## src/rtl/mul4_pkg.sv

```systemverilog
// rtl/mul4_pkg.sv - shared types and widths for the 4-bit multiplier front end
package mul4_pkg;

   localparam int MUL_W      = 4;
   localparam int PAIR_CNT_W = 8;

   typedef enum logic [1:0] {
      GET_A  = 2'd0,
      GET_B  = 2'd1,
      SETTLE = 2'd2,
      OUT    = 2'd3
   } state_t;

endpackage

```

## src/rtl/mul4_stream_sequencer.sv

```systemverilog
// rtl/mul4_stream_sequencer.sv - pairs operand beats, holds them on the multiplier, returns the product
//   clk, rst_n          : clock, synchronous active-low reset
//   in_data/valid/ready : operand stream, first beat A, second beat B
//   mul_a, mul_b        : registered operands to the external multiplier
//   mul_prod            : product from the external multiplier
//   out_data/valid/ready: product stream
//   busy                : pair in progress
//   pair_cnt            : products delivered, modulo 256
module mul4_stream_sequencer
   import mul4_pkg::*;
#(
   parameter int WAIT_CYCLES = 1
) (
   input  logic                  clk,
   input  logic                  rst_n,
   input  logic [MUL_W-1:0]      in_data,
   input  logic                  in_valid,
   output logic                  in_ready,
   output logic [MUL_W-1:0]      mul_a,
   output logic [MUL_W-1:0]      mul_b,
   input  logic [MUL_W-1:0]      mul_prod,
   output logic [MUL_W-1:0]      out_data,
   output logic                  out_valid,
   input  logic                  out_ready,
   output logic                  busy,
   output logic [PAIR_CNT_W-1:0] pair_cnt
);

   localparam logic [3:0] WAIT_LAST = 4'(WAIT_CYCLES - 1);

   state_t                r_state;
   logic [MUL_W-1:0]      r_mul_a;
   logic [MUL_W-1:0]      r_mul_b;
   logic [MUL_W-1:0]      r_out_data;
   logic                  r_out_valid;
   logic [3:0]            r_wait_cnt;
   logic [PAIR_CNT_W-1:0] r_pair_cnt;

   always_ff @(posedge clk) begin
      if (!rst_n) begin
         r_state     <= GET_A;
         r_mul_a     <= '0;
         r_mul_b     <= '0;
         r_out_data  <= '0;
         r_out_valid <= 1'b0;
         r_wait_cnt  <= '0;
         r_pair_cnt  <= '0;
      end else begin
         case (r_state)
            GET_A: begin
               if (in_valid) begin
                  r_mul_a <= in_data;
                  r_state <= GET_B;
               end
            end
            GET_B: begin
               if (in_valid) begin
                  r_mul_b    <= in_data;
                  r_wait_cnt <= '0;
                  r_state    <= SETTLE;
               end
            end
            SETTLE: begin
               r_wait_cnt <= r_wait_cnt + 4'd1;
               // Operands have been stable for WAIT_CYCLES edges when this fires.
               if (r_wait_cnt == WAIT_LAST) begin
                  r_out_data  <= mul_prod;
                  r_out_valid <= 1'b1;
                  r_state     <= OUT;
               end
            end
            OUT: begin
               if (out_ready) begin
                  r_out_valid <= 1'b0;
                  r_pair_cnt  <= r_pair_cnt + 8'd1;
                  r_state     <= GET_A;
               end
            end
            default: r_state <= GET_A;
         endcase
      end
   end

   // Ready depends on state alone so upstream never sees a valid-to-ready path.
   assign in_ready  = (r_state == GET_A) || (r_state == GET_B);
   assign busy      = (r_state != GET_A);
   assign mul_a     = r_mul_a;
   assign mul_b     = r_mul_b;
   assign out_data  = r_out_data;
   assign out_valid = r_out_valid;
   assign pair_cnt  = r_pair_cnt;

endmodule

```

## config.mk

```make
export PLATFORM = sky130hd
export DESIGN_NAME = mul4_stream_sequencer
export DESIGN_NICKNAME = d
export VERILOG_FILES = /design/src/rtl/mul4_pkg.sv /design/src/rtl/mul4_stream_sequencer.sv
export SDC_FILE = /design/constraint.sdc
export NUM_CORES = 1
export LEC_CHECK = 0
export CAP_MARGIN = 20
export CORE_MARGIN = 3
export CORE_UTILIZATION = 35
export DETAILED_ROUTE_END_ITERATION = 10
export GPL_TIMING_DRIVEN = 0
export REMOVE_ABC_BUFFERS = 1
export SYNTH_ARGS = -nofsm -noshare
export SYNTH_HDL_FRONTEND = slang
export SYNTH_SLANG_ARGS = --single-unit
```

## constraint.sdc

```tcl
create_clock -name clk -period 1.45 [get_ports clk]
set_input_delay 0.145 -clock clk [delete_from_list [all_inputs] [get_ports clk]]
set_output_delay 0.145 -clock clk [all_outputs]
set_load 0.02 [all_outputs]
```

==> results by group <==
Routing
  – Final wirelength: 2610 um
  – Vias per cell: 4.72
  – Post-route DRC violation count: 0
  – Starting DRT DRC Count: 15
  – First-pass iteration count of the detailed router: 4
  – Antenna-violating nets left: 0
  – Post-DR wirelength/cell: 11.8 um
  – DR vias: 1,043

Placed design
  – Post-DP Area: 1640 um2
  – Setup WS pre-CTS: -0.274 ns
  – DP HPWL: 1920 um
  – Input/output buffers: 34
  – GPL Wtd Cong: 0.778

Setup path
  – CP Cell Sequence: clkdlybuf4s50_1
  – CP max stage delay: 0.62 ns
  – R2R depth: 6
  – CP bufs+invs: 1
  – R2r setup slk: 0.10 ns
  – WP data required: 1.31 ns
  – Critical path endpoint category: output pin
  – R2r endpoint: out_data[0]$_SDFFE_PN0P_
  – CP delay by family, top: buffers and inverters
  – Crit path max fanout: 3
  – Critical path class: reg -> out
  – Crit Reg-Reg Startpoint: r_wait_cnt[0]$_SDFFE_PN0P_
  – Startpoint Class: flip-flop
  – WP data arrival: 1.25 ns
  – Max stage delay cell, worst path: clkdlybuf4s50_1

Global routing
  – Number of antenna violations at the first check in global routing: 0
  – Global-route wire length before repair: 4370 um
  – Vias in the first global route: 1,062
  – Total Routing Usage GR: 0.124
  – Total gr overflow: 0
  – Pin count of the biggest net entering global routing: 30

Final layout
  – Area grow syn2layout: 36.9%
  – Final Net Count: 196
  – Post-layout instance area: 1750 um2
  – Share of post-route cells with drive strength above 1: 0.126
  – Post-layout util: 0.510
  – N_diodes: 0

Timing
  – RSZ-0062 raised after global routing: no
  – Tmin final: 1.40 ns
  – Fmax: 716 MHz
  – Clk_skew: 0.00607 ns
  – Max Slew Vio Count: 0
  – Hold Vio Cnt, Final: 0
  – Final TNS setup: 0 ns
  – Worst Setup Slack, final: 0.0532 ns
  – Final period utilization: 0.963
  – Final setup vio count: 0
  – Max_slew headroom: 0.441
  – Least-Margin Pin Slew: 0.837 ns

Yosys
  – Post-Synthesis Cells: 143
  – Register area share after synthesis: 0.422
  – Synth Register Bits: 27
  – Yosys top cell by area: dfxtp_1
  – Synth Cell Area: 1280 um2
  – Syn. warnings: 0
  – Post-synth top area share: 0.422
  – Syn_area_per_cell: 8.96 um2
  – Cell variety after synth: 29
  – Top post-synthesis cells by area: dfxtp_1 (42%), ha_1 (7.8%), a21boi_0 (5.3%), nand2_1 (5.3%), nand3_1 (4.7%)

CTS
  – Hold buffers post-CTS: 0
  – CTS buffer count: 3
  – Clk Latency, worst-skew pair: 0.26 ns
  – Clk buf depth: 2
  – CTS clk-pin slew, worst paths: 0.09 ns
  – CTS sink count: 27
  – Clk root buf: clkbuf_8
  – CTS tree: built
  – H-tree lvl count: 1

Power
  – VDD IR max: 0.467 mV
  – Reg power frac: 0.381
  – Sw frac: 0.367
  – Leakage: 0.720 nW
  – Power Dens Cells: 1440 nW/um2
  – Comb power frac: 0.456
  – Pint: 1.60 mW
  – Clock power share: 0.163
  – Psw: 925 uW

Floorplanning
  – Die ar.: 4420 um2
  – Num rows: 21
  – Die Y: 66.5 um
  – Die Wd: 66.5 um
  – Initial Utilization: 0.372
  – Ports: 35
  – Core area: 3440 um2

Flow run
  – Max_cap viols: 0

Worst hold path
  – Min-delay src: mul_b[2]$_SDFFE_PN0P_
  – Hold Path Sink: mul_b[2]$_SDFFE_PN0P_
  – Worst Hold Class: reg -> reg
  – Worst hold path depth: 2

Outcome
  – Status: completed
cell type report:
cell class              instances  area [um2]
inverters                       7        26.3
well taps                      46        57.6
clock buffers                   4        45.0
repair buffers                 35         353
fillers                       333        1690
flip-flops and latches         27         548
multi-input cells             102         724
logic make-up after synthesis:
kind of cell,share of synthesized area
simple gates,0.250
mux,0.0391
compound gates,0.112
buf+inv,0.0508
fa+ha+maj,0.0781
flops,0.422
xor+xnor,0.0479
metal layers:
| metal | up-vias | GRT usage | share of wire |
|---|---|---|---|
| li1 | 544 | - | - |
| met2 | 26 | 0.237 | 0.48 |
| met1 | 471 | 0.136 | 0.45 |
| met4 | 0 | 0.0305 | 0.0042 |
| met3 | 2 | 0.0270 | 0.057 |
| met5 | - | 0 | 0 |
sequential cells by signal (all words and copies together), names as in the netlist:
signal / count
r_wait_cnt: 4
mul_a: 4
out_data: 4
r_state: 2
pair_cnt: 8
out_valid: 1
mul_b: 4
stage by stage:
stage	cells	total power, mW	hold slack, ns
final	221	2.52	0.468
after global routing	221	2.72	0.490
after CTS	220	2.52	0.478
after detailed placement	216	1.99	0.464
after global placement	216	1.96	0.458
after floorplan	136	1.59	0.267
power groups by stage:
stage | Sequential (mW) | Clock [mW] | Combinational (mW)
floorplan | 1.03 | 0 | 0.560
global placement | 0.944 | 0 | 1.02
detailed placement | 0.954 | 0 | 1.04
CTS | 0.960 | 0.432 | 1.13
global route | 0.977 | 0.457 | 1.28
finish | 0.961 | 0.411 | 1.15
synth_stat cells:
master,instances
xor2_1,1
buf_6,1
a32oi_1,1
ha_1,8
nand2_1,18
o31ai_1,1
a21boi_1,1
nor3b_1,1
and3_1,2
o21ai_1,3
nand2b_1,2
and2_1,9
buf_2,4
a21oi_1,1
nor3_1,1
o22ai_1,1
nor2_1,3
dfxtp_1,27
o21ai_0,3
nor2b_1,8
mux2i_1,5
inv_1,7
nand4_1,4
xnor2_1,6
a21boi_0,9
nor3b_2,1
clkbuf_1,2
nand3_1,12
o221a_2,1
repair_timing:
action / 4_1_cts / 5_1_grt
endpoints found under the setup margin: 18 / 19
resized for setup: 21 / 14
buffers inserted: 0 / 1
pin swaps: 0 / 2
cells in the final DEF, fill, tap and decap left out, types with 2 or more instances in the layout:
master and n:
nand2_1 18, inv_1 3, and3_1 2, o21ai_0 3, a21boi_0 9, dlygate4sd2_1 2, nand2b_1 2, nor2_1 2
nand4_1 4, nor2b_1 8, xnor2_1 6, ha_2 2, dlymetal6s2s_1 5, ha_4 2, clkbuf_8 3, and2_4 2
clkdlybuf4s50_1 25, mux2i_1 5, inv_2 4, and2_1 7, dfxtp_2 3, ha_1 4, o21ai_1 3, nand3_1 12
dfxtp_1 23
how the worst max path moves through the flow:
stage / startpoint / end / slack [ns] / depth (start not counted)
after floorplan: r_state[0]$_SDFFE_PN0P_ / pair_cnt[4]$_SDFFE_PN0P_ / 0.10 / 5
after global placement: r_state[1]$_SDFFE_PN0P_ / in_ready / -0.23 / 5
after detailed placement: r_state[1]$_SDFFE_PN0P_ / in_ready / -0.27 / 5
after CTS: pair_cnt[4]$_SDFFE_PN0P_ / pair_cnt[4] / 0.002 / 1
after global routing: r_state[1]$_SDFFE_PN0P_ / in_ready / 0.0005 / 5
final: pair_cnt[6]$_SDFFE_PN0P_ / pair_cnt[6] / 0.05 / 1
Note: power is estimated with default switching activity, not from simulation.
